==> config.mk <==
export PLATFORM = sky130hd
export DESIGN_NAME = booth_mul4_seq
export DESIGN_NICKNAME = d
export VERILOG_FILES = /design/src/rtl/booth_mul4_seq.sv
export SDC_FILE = /design/constraint.sdc
export NUM_CORES = 1
export LEC_CHECK = 0
export BUFFER_PORTS_ARGS = -buffer_cell sky130_fd_sc_hd__clkbuf_2
export CORE_MARGIN = 10
export CORE_UTILIZATION = 30
export DETAILED_ROUTE_END_ITERATION = 12
export PLACE_DENSITY = 0.6
export SLEW_MARGIN = 15
export SYNTH_ARGS = -nofsm -noshare
export SYNTH_HDL_FRONTEND = slang
export SYNTH_SLANG_ARGS = --single-unit
==> constraint.sdc <==
create_clock -name clk -period 3.5 [get_ports clk]
set_clock_uncertainty 0.1 [all_clocks]
set_input_delay 0.35 -clock clk [delete_from_list [all_inputs] [get_ports clk]]
set_output_delay 0.35 -clock clk [all_outputs]
set_load 0.05 [all_outputs]
==> src/rtl/booth_mul4_seq.sv <==
// Sequential signed radix-2 Booth multiplier: one add/sub/no-op plus
// one arithmetic shift per cycle, WIDTH cycles per product.
//
// Ports:
//   clk          rising-edge clock
//   rst          synchronous active-high reset, clears all state
//   start        request, sampled only while busy==0
//   multiplicand signed operand M (two's complement)
//   multiplier   signed operand Q (two's complement)
//   busy         high in RUN and DONE
//   done         one-cycle pulse, product valid from this cycle on
//   product      signed M*Q, 2*WIDTH bits, held until next accept
module booth_mul4_seq #(
   parameter int WIDTH = 4
) (
   input  logic                 clk,
   input  logic                 rst,
   input  logic                 start,
   input  logic [WIDTH-1:0]     multiplicand,
   input  logic [WIDTH-1:0]     multiplier,
   output logic                 busy,
   output logic                 done,
   output logic [2*WIDTH-1:0]   product
);

   localparam int CW = (WIDTH > 1) ? $clog2(WIDTH) : 1;

   typedef enum logic [1:0] {
      IDLE = 2'd0,
      RUN  = 2'd1,
      DONE = 2'd2
   } state_t;

   state_t state;
   state_t state_nx;

   // Partial product is one bit wider than the operands so that
   // subtracting M = -2^(WIDTH-1) cannot overflow.
   logic [WIDTH:0]   acc;
   logic [WIDTH:0]   m_ext;
   logic [WIDTH-1:0] qr;
   logic             q_1;
   logic [CW-1:0]    cnt;

   logic             accept;
   logic             last;
   logic             op;
   logic             arith;
   logic [WIDTH:0]   sum;
   logic [WIDTH:0]   acc_nx;
   logic [WIDTH:0]   acc_sh;
   logic [WIDTH-1:0] qr_sh;

   assign accept = (state == IDLE) && start;
   assign last   = (cnt == CW'(WIDTH - 1));

   // Booth recoding of the current multiplier bit pair.
   // op follows the add/sub unit: 0 add, 1 subtract.
   always_comb begin
      op    = 1'b0;
      arith = 1'b0;
      unique case ({qr[0], q_1})
         2'b01: begin
            arith = 1'b1;
         end
         2'b10: begin
            op    = 1'b1;
            arith = 1'b1;
         end
         default: begin
            arith = 1'b0;
         end
      endcase
   end

   // Add/sub datapath; carry out beyond WIDTH+1 bits is dropped.
   always_comb begin
      sum = op ? (acc - m_ext) : (acc + m_ext);
   end

   assign acc_nx = arith ? sum : acc;

   // Arithmetic right shift of {acc, qr, q_1}.
   assign acc_sh = {acc_nx[WIDTH], acc_nx[WIDTH:1]};
   assign qr_sh  = {acc_nx[0], qr[WIDTH-1:1]};

   // State register
   always_ff @(posedge clk) begin
      if (rst) begin
         state <= IDLE;
      end else begin
         state <= state_nx;
      end
   end

   // Next-state logic
   always_comb begin
      state_nx = state;
      unique case (state)
         IDLE: begin
            if (start) state_nx = RUN;
         end
         RUN: begin
            if (last) state_nx = DONE;
         end
         DONE: begin
            state_nx = IDLE;
         end
         default: begin
            state_nx = IDLE;
         end
      endcase
   end

   // Outputs decoded from the registered state only
   always_comb begin
      busy = (state != IDLE);
      done = (state == DONE);
   end

   // Datapath registers
   always_ff @(posedge clk) begin
      if (rst) begin
         acc     <= '0;
         m_ext   <= '0;
         qr      <= '0;
         q_1     <= 1'b0;
         cnt     <= '0;
         product <= '0;
      end else if (accept) begin
         acc   <= '0;
         m_ext <= {multiplicand[WIDTH-1], multiplicand};
         qr    <= multiplier;
         q_1   <= 1'b0;
         cnt   <= '0;
      end else if (state == RUN) begin
         acc <= acc_sh;
         qr  <= qr_sh;
         q_1 <= qr[0];
         cnt <= cnt + CW'(1);
         if (last) begin
            product <= {acc_sh[WIDTH-1:0], qr_sh};
         end
      end
   end

endmodule

==> results.toml, run 1 <==
[clock_tree]
cts.htree.levels = 1
clockBufferDepth = 2
cts_root_buffer = "clkbuf_8"
clk_pin_slew_worst_paths_ns = 0.10
ctsResizeCount = 0
clock-sinks = 25
worstSkewPairLatency_ns = 0.27
cts_tree = "done"
cts_setup_buffers = 0
cts_hold_buf = 0
numCtsBuffers = 3

[sta]
setup_viol = 0
worst_pin_slew_ns = 0.485
fmax_mhz = 385
rsz0062_at_grt = "false"
finalHoldViolations = 0
period_needed_ns = 2.60
finalMaxSlewViolations = 0
maxSlewHeadroom_pct = 67.7
timing.setup.tns_ns = 0
post-route-period-util_pct = 74.2
holdWs_ns = 0.186

[finish]
syn2layout_area_growth_pct = 15.2
drive_gt1_share_pct = 15.3
diodes = 0
nets = 196
num-fill-cells = 444

[power_and_ir_drop]
ir_worst_vdd_mv = 0.279
power.density_mw_per_mm2 = 422
p_leak_nw = 0.575

[worst_setup_path]
crit_type = "flop to flop"
required_ns = 3.59
crit_path_end_kind = "flop"
crit_fanout = 4
arrival_ns = 2.69
rr_worst_depth = 9
r2r-start = "m_ext[0]$_SDFFE_PP0P_"
worstSetupStartpoint = "m_ext[0]$_SDFFE_PP0P_"
startpoint_type = "flop"

[logic_synthesis]
postSynthAreaPerCell_um2 = 7.89
syn-num-nets = 177
yosysMostFrequentCell = "nand2_1"
synth-seq-cells = 25
synthCells = 158
synth_top_cell_by_area = "dfxtp_1"
synth_ff_type = "dfxtp_1"
synth_area_leaders = "dfxtp_1, nand2_1, a21oi_1"
syn-cell-area_mm2 = 0.00125
synth-edff-count = 0
synth-seq-area-share_pct = 40.2
ys_warn_count = 0
synthDistinctLibCells = 31
yosys-top-cells-count = "nand2_1, dfxtp_1, nor2_1, a21oi_1, inv_1"
netlist.area_leader.share_pct = 40.2
synth-async-reset-ratio_pct = 0

[die]
die_x_um = 84.5
die_height_um = 84.5
ios = 21
rows = 23
coreArea_mm2 = 0.00400
die-area_mm2 = 0.00713
start_util_pct = 31.2

[grt]
grt_pass1_vias = 1050
overflow = 0
antenna_found_initial = 0
groute.usage.overall_pct = 7.37
grt_pass1_wl_um = 4550
grt_start_max_net_pins = 20

[place]
place.gp.congestion = 0.737
hpwl_um = 2040
port_buffers = 20

[route]
first_pass_iters = 4
drc = 0
ant_nets = 0
post_drt_wl_per_cell_um = 11.7
vias_per_cell = 4.74
wl_um = 2640
vias = 1072
drt_iter0_markers = 39

[hold_path]
hold_depth = 3
hold_path_startpoint = "multiplicand[3]"
hp-class = "input port to flop"

[flow_run]
max_cap_violations = 0

[status]
run_status = "complete, no violations"
[state kept, by name, summed over array words and instances (netlist names)]
signal	cells
acc	4
cnt	2
m_ext	4
product	8
q_1	1
qr	4
state	2
[through the flow]
stage	util, %	area, µm²	power, mW	setup WS (ns)	instances
after floorplan	-	1250	0.401	1.06	158
after global placement	34.6	1390	0.424	0.974	222
after detailed placement	34.6	1390	0.425	0.920	222
after CTS	35.9	1440	0.610	0.879	226
after global routing	35.9	1440	0.642	0.756	226
final	35.9	1440	0.605	0.901	226
[layout make-up]
cell class | instances | area, µm² | area share, %
clock inverter | 1 | 8.76 | 0.610
tap | 50 | 62.6 | 4.36
multi-input combinational | 119 | 692 | 48.2
sequential | 25 | 500 | 34.9
timing repair buffer | 20 | 100 | 6.97
inverter | 8 | 30.0 | 2.09
clock buffer | 3 | 41.3 | 2.88
[where the power goes]
group          internal [mW]  total (mW)  switching (mW)
sequential             0.294       0.303         0.00871
clock                 0.0836       0.186           0.102
combinational         0.0474       0.116          0.0686
total                  0.425       0.605           0.180
[routing by layer]
layer / track usage (%) / wire length, µm / part of all wire (%) / vias to the layer above
li1: - / - / - / 567
met1: 8.98 / 1320 / 50 / 486
met2: 12.1 / 1190 / 45 / 17
met3: 2.80 / 126 / 4.8 / 2
met4: 1.35 / 8 / 0.30 / 0
met5: 0 / 0 / 0 / -
[worst paths after layout]
| path | to | slack, ns |
|---|---|---|
| setup reg to reg | product[7]$_SDFFE_PP0P_ | 0.90 |
| hold reg to reg | product[2]$_SDFFE_PP0P_ | 0.36 |
| hold / removal | m_ext[3]$_SDFFE_PP0P_ | 0.19 |
| setup / recovery | product[7]$_SDFFE_PP0P_ | 0.90 |
[worst max-delay path: stages, from the launching register on]
cell and delay (ns):
dfxtp_1 0.38, inv_1 0.06, ha_1 0.28, mux2_2 0.28
fa_1 0.43, nand2b_1 0.17, a21oi_2 0.13, xnor2_1 0.12
or3_1 0.31, a311oi_1 0.24
[cells by family (layout without fill, tap and decap cells)]
kind of cell	count (synthesis)	in the layout	synth area share, %
DFF	25	25	40.2
and+or+nand+nor	68	68	23.9
buffers and inverters	14	32	4.32
muxes	3	3	2.51
AOI/OAI and AO/OA	35	35	17.0
xor gates and xnor gates	5	5	3.51
adders and majority gates	8	8	8.63
[layout by cell type, fill, tap and decap left out]
master,netlist,final
xor2_1,1,1
xnor2_1,4,4
mux2_2,1,1
nand3_1,1,1
clkbuf_2,0,20
and2_1,3,3
inv_6,0,1
nor2_1,19,19
a211oi_1,3,3
a21oi_1,18,18
and2b_1,1,1
inv_1,8,8
ha_1,7,7
mux2i_1,2,2
a21oi_2,2,2
a311oi_1,1,1
nor2b_1,2,2
a31oi_1,2,2
a22oi_1,3,3
o22ai_1,1,1
nor3_1,4,4
dfxtp_1,25,25
and3_1,1,1
clkbuf_8,0,3
fa_1,1,1
or3_1,2,2
nand2_1,30,30
nand2b_1,5,5
o21bai_1,1,1
o21ai_0,3,3
a221oi_1,1,1
Power figures use the tool's default switching activity.
==> inputs of run 2 (changes only) <==
ABC_AREA = 1   (was default)
clock period = 2.6 ns   (was 3.5 ns; I/O delays follow)
==> run 2 against run 1 <==
Against the previous run: worst hold slack got worse by 0.043 ns; cell area rose by 4.3%; via count grew 5.5%; wire length is 7.2% higher; clock power grew 24%; core utilization decreased by 1.0 points; cell count increased by 11%; flip-flop and latch count unchanged.
==> results.toml, run 2 <==
[route]
route.met3.wl_um = 162
top_layer = "met4"
drt_iter0_markers = 50
ant_nets = 0
drc = 0
first_pass_iters = 4
wl_um = 2830
vias_per_cell = 4.51
post_drt_wl_per_cell_um = 11.3
wl_met2_um = 1360
met1Wirelength_um = 1300
vias = 1131

[status]
run_status = "complete, no violations"

[logic_synthesis]
netlist.area_leader.share_pct = 38.1
synth_area_leaders = "dfxtp_1, nand2_1, inv_1"
synth_ff_type = "dfxtp_1"
yosysMostFrequentCell = "nand2_1"
ys_warn_count = 0
synthCells = 178
synth-edff-count = 0
synth-xor-area-share_pct = 2.00
synth-async-reset-ratio_pct = 0
synth-compound-area-share_pct = 16.5
synth-seq-area-share_pct = 38.1
syn-cell-area_mm2 = 0.00131
yosys-top-cells-count = "nand2_1, inv_1, dfxtp_1, a21oi_1"
synth_adder_area_share_pct = 8.19
synthSimpleGateAreaFrac_pct = 23.8
synth_top_cell_by_area = "dfxtp_1"
synthMuxAreaShare_pct = 0
synth_top_family_by_area = "simple AND/OR/NAND/NOR gates"
synth-seq-cells = 25
postSynthAreaPerCell_um2 = 7.38
syn-num-nets = 197
synthDistinctLibCells = 27

[finish]
regMostFlops = "product"
diodes = 0
fin_cells = 251
fin_area_mm2 = 0.00150
largest_reg_flops = 8
num-fill-cells = 461
final_common_cell = "nand2_1"
syn2layout_area_growth_pct = 13.9
final_cell_mix = "nand2_1, inv_1, dfxtp_1"
drive_gt1_share_pct = 17.1
nets = 219

[power_and_ir_drop]
p_leak_nw = 0.730
ir_worst_vdd_mv = 0.285
p_total_uw = 827
power.density_mw_per_mm2 = 553

[sta]
post-route-period-util_pct = 83.9
worst_pin_slew_ns = 0.365
finalHoldViolations = 0
period_needed_ns = 2.18
finalMaxSlewViolations = 0
fmax_mhz = 458
setup_viol = 0
timing.setup.tns_ns = 0
maxSlewHeadroom_pct = 75.4
rsz0062_at_grt = "false"

[grt]
grt_pass1_wl_um = 4950
groute.usage.overall_pct = 7.79
grt_start_max_net_pins = 14
overflow = 0
grt_pass1_vias = 1125
antenna_found_initial = 0

[place]
place.gp.congestion = 0.804
port_buffers = 20
place_inst = 247
placed_cell_area_mm2 = 0.00145
hpwl_um = 2290

[clock_tree]
cts_hold_buf = 0
numCtsBuffers = 3
ctsResizeCount = 0
cts_setup_buffers = 0
clock-sinks = 25
cts_tree = "done"
clockBufferDepth = 2
worstSkewPairLatency_ns = 0.27
cts.htree.levels = 1
clk_pin_slew_worst_paths_ns = 0.09
cts_root_buffer = "clkbuf_8"

[hold_path]
hp-class = "input port to flop"

[die]
start_util_pct = 30.6
ios = 21
die-area_mm2 = 0.00743
rows = 24
die_x_um = 86.2
coreArea_mm2 = 0.00429
die_height_um = 86.2

[worst_setup_path]
crit_fanout = 7
startpoint_type = "flop"
crit_path_end_kind = "flop"
crit_type = "flop to flop"
required_ns = 2.68
arrival_ns = 2.26

[flow_run]
max_cap_violations = 0
## run 2: cell families (layout without fill, tap and decap cells)
| kind of cell | Yosys count | in the layout |
|---|---|---|
| buffers and inverters | 35 | 56 |
| flip-flops | 25 | 25 |
| AND/OR/NAND/NOR | 69 | 69 |
| AO/OA/AOI/OAI | 38 | 38 |
| adder cells (fa/ha/maj) | 8 | 8 |
| XOR/XNOR | 3 | 3 |
## run 2: worst max-delay path: stages (launching register included)
cell     delay (ns)
dfxtp_1        0.34
inv_1          0.05
ha_1           0.25
a31oi_1        0.19
xor2_1         0.17
inv_1          0.07
ha_1           0.32
nand2_1        0.11
nand2_1        0.06
nor2_1         0.09
nand2_1        0.07
nand4_1        0.11
nand3_1        0.08
nand2_1        0.07
inv_1          0.03
## run 2: report_power, final
| group | switching, mW | internal (mW) |
|---|---|---|
| Sequential | 0.0122 | 0.400 |
| Combinational | 0.117 | 0.0670 |
| Clock | 0.121 | 0.110 |
| Total | 0.251 | 0.577 |
## run 2: final cells by class
class                   count  area, µm²  share of cell area (%)
repair buffers             20        100                    6.69
well taps                  52       65.1                    4.35
clock buffers               4       45.0                    3.01
multi-input cells         118        663                    44.3
inverters                  32        123                    8.19
flip-flops and latches     25        500                    33.4
## run 2: layer usage
layer	vias up	track usage, %
met2	21	12.8
li1	610	-
met3	2	2.91
met5	-	0
met4	0	0.884
met1	498	9.77
## run 2: path summary, 6_finish.rpt
check	startpoint	to	slack, ns	depth (start not counted)
setup / recovery	q_1$_SDFFE_PP0P_	acc[3]$_SDFFE_PP0P_	0.42	14
hold / removal	multiplicand[3]	m_ext[3]$_SDFFE_PP0P_	0.14	3
setup reg to reg	q_1$_SDFFE_PP0P_	acc[3]$_SDFFE_PP0P_	0.42	14
hold reg to reg	q_1$_SDFFE_PP0P_	q_1$_SDFFE_PP0P_	0.37	2
## run 2: through the flow
step | util [%] | setup WS [ns] | hold slack [ns]
2_1_floorplan | - | 0.599 | 0.229
3_3_place_gp | 33.8 | 0.445 | 0.355
3_5_place_dp | 33.8 | 0.420 | 0.357
4_1_cts | 34.8 | 0.409 | 0.141
5_1_grt | 34.8 | 0.162 | 0.149
6_report | 34.8 | 0.418 | 0.143
==> inputs of run 3 (changes only) <==
clock period = 2.17 ns   (was 2.6 ns; I/O delays follow)
==> run 3 against run 2 <==
Against the previous run: worst hold slack lost 0.040 ns; non-clock buffer count grew 8; critical path depth is the same; register-to-register slack lost 0.32 ns; die area is the same; maximum frequency grew 5.3%; flip-flop and latch count is the same.
==> results.toml, run 3 (same netlist as run 2, synthesis figures left out) <==
[status]
run_status = "complete, no violations"

[power_and_ir_drop]
ir_worst_vdd_mv = 0.360
power.density_mw_per_mm2 = 651
p_total_mw = 1.07
p_leak_nw = 0.779

[clock_tree]
cts.htree.levels = 1
clk_pin_slew_worst_paths_ns = 0.09
worstSkewPairLatency_ns = 0.27
clockBufferDepth = 2
cts_hold_buf = 0
numCtsBuffers = 3
cts_tree = "done"
cts_root_buffer = "clkbuf_8"
clock-sinks = 25

[route]
first_pass_iters = 4
drc = 0
vias = 1186
wl_um = 3050
vias_per_cell = 4.58
drt_iter0_markers = 35
post_drt_wl_per_cell_um = 11.8
ant_nets = 0

[grt]
grt_start_max_net_pins = 15
grt_pass1_vias = 1191
overflow = 0
antenna_found_initial = 0
groute.usage.overall_pct = 8.21
grt_pass1_wl_um = 5150

[worst_setup_path]
crit_path_max_incr_delay_ns = 0.34
crit_path_end_kind = "flop"
endpoint = "acc[3]$_SDFFE_PP0P_"
startpoint_type = "flop"
rr_worst_depth = 14
r2r_slack_ns = 0.1
crit_fanout = 5
crit_path_frequent_cell = "nand2_1"
rr_endpoint = "acc[3]$_SDFFE_PP0P_"
worstSetupStartpoint = "q_1$_SDFFE_PP0P_"
required_ns = 2.25
r2r-start = "q_1$_SDFFE_PP0P_"
crit_type = "flop to flop"
cp_slowest_cell = "dfxtp_2"
path_cells = "inv_2 > ha_4 > a31oi_4 > xor2_1 > inv_1 > ha_4 > nand2_1 > nand2_1 > nor2_1 > nand2_1 > nand4_1 > nand3_1 > nand2_1 > inv_1"
arrival_ns = 2.15

[finish]
drive_gt1_share_pct = 30.9
fin_cells = 259
final_common_cell = "nand2_1"
multi_input_area_um2 = 739
num-fill-cells = 465
final_cell_mix = "nand2_1, inv_1, dfxtp_1"
fin_util_pct = 38.1
largest_reg_flops = 8
nets = 227
regArea_um2 = 504
diodes = 0
syn2layout_area_growth_pct = 24.7
regMostFlops = "product"

[sta]
finalHoldViolations = 0
maxSlewHeadroom_pct = 77.6
rsz0062_at_grt = "true"
timing.setup.tns_ns = 0
fmax_mhz = 483
finalMaxSlewViolations = 0
setup_viol = 0
worst_pin_slew_ns = 0.333
period_needed_ns = 2.07
post-route-period-util_pct = 95.5

[place]
place.gp.congestion = 0.827
port_buffers = 20
place_inst = 254
hpwl_um = 2290

[die]
die_x_um = 86.2
ios = 21
die-area_mm2 = 0.00743
die_height_um = 86.2
start_util_pct = 30.6
coreArea_mm2 = 0.00429
rows = 24

[hold_path]
hp-class = "input port to flop"

[flow_run]
max_cap_violations = 0
## run 3: changes by cell type in the layout (fill, tap and decap cells not counted), moves of 2 or more
cell / previous run / this run
buf_4: 0 / 8
dfxtp_1: 25 / 22
dfxtp_2: 0 / 3
ha_1: 7 / 3
ha_2: 0 / 2
ha_4: 0 / 2
inv_1: 28 / 24
inv_2: 3 / 7
nand2_1: 37 / 34
nand2_2: 3 / 6
nand3_1: 11 / 9
nand3_2: 0 / 2
o21ai_0: 13 / 11
o21ai_1: 2 / 4
## run 3: timing repair
| item | in CTS | in global routing |
|---|---|---|
| cloned | 0 | 0 |
| pin swaps | 0 | 8 |
| resized for setup | 2 | 23 |
| buffers inserted | 0 | 1 |
| setup endpoints to repair | 3 | 8 |
## run 3: how the worst min path moves through the flow
stage                             startpoint                       to  slack (ns)  cells after the start
after floorplan                          rst    state[0]$_SDFFE_PP0P_        0.19                      1
final                          multiplier[2]       qr[2]$_SDFFE_PP0P_        0.10                      3
after detailed placement    q_1$_SDFFE_PP0P_         q_1$_SDFFE_PP0P_        0.36                      2
after global placement    qr[2]$_SDFFE_PP0P_  product[1]$_SDFFE_PP0P_        0.35                      2
after CTS                      multiplier[1]       qr[1]$_SDFFE_PP0P_         0.1                      3
after global routing           multiplier[1]       qr[1]$_SDFFE_PP0P_         0.1                      3
## run 3: worst max-delay path: cells and delay by family, from the launching register on
kind,cells,cell delay (ns)
AO/OA/AOI/OAI,1,0.14
XOR/XNOR,1,0.18
adder cells (fa/ha/maj),2,0.43
buffers and inverters,3,0.16
flip-flops,1,0.34
AND/OR/NAND/NOR,7,0.63
## run 3: stage by stage
stage,cell area [µm²],hold WS (ns),worst slack [ns]
3_3_place_gp,1500,0.353,-0.0344
6_report,1640,0.103,0.0977
3_5_place_dp,1500,0.360,-0.00624
4_1_cts,1560,0.0995,0.0134
2_1_floorplan,1310,0.186,0.169
5_1_grt,1640,0.0996,-0.00944
## run 3: cell type report
type	count	area share, %
Tap cell	52	3.97
Inverter	32	7.49
Multi-Input combinational cell	118	45.1
Clock inverter	1	0.306
Timing Repair Buffer	28	9.78
Sequential cell	25	30.8
Clock buffer	3	2.52
## run 3: report_power, final
group	switching [mW]	internal, mW	leakage (nW)
Clock	0.152	0.128	0.0255
Combinational	0.167	0.122	0.549
Sequential	0.0166	0.480	0.205
## run 3: per-layer routing
metal  routed length (µm)  up-vias  track usage [%]
met5                    0        -                0
met4                    0        0             1.77
met3                  125        0             2.44
met2                 1490       19             13.9
met1                 1430      539             10.0
li1                     -      628                -
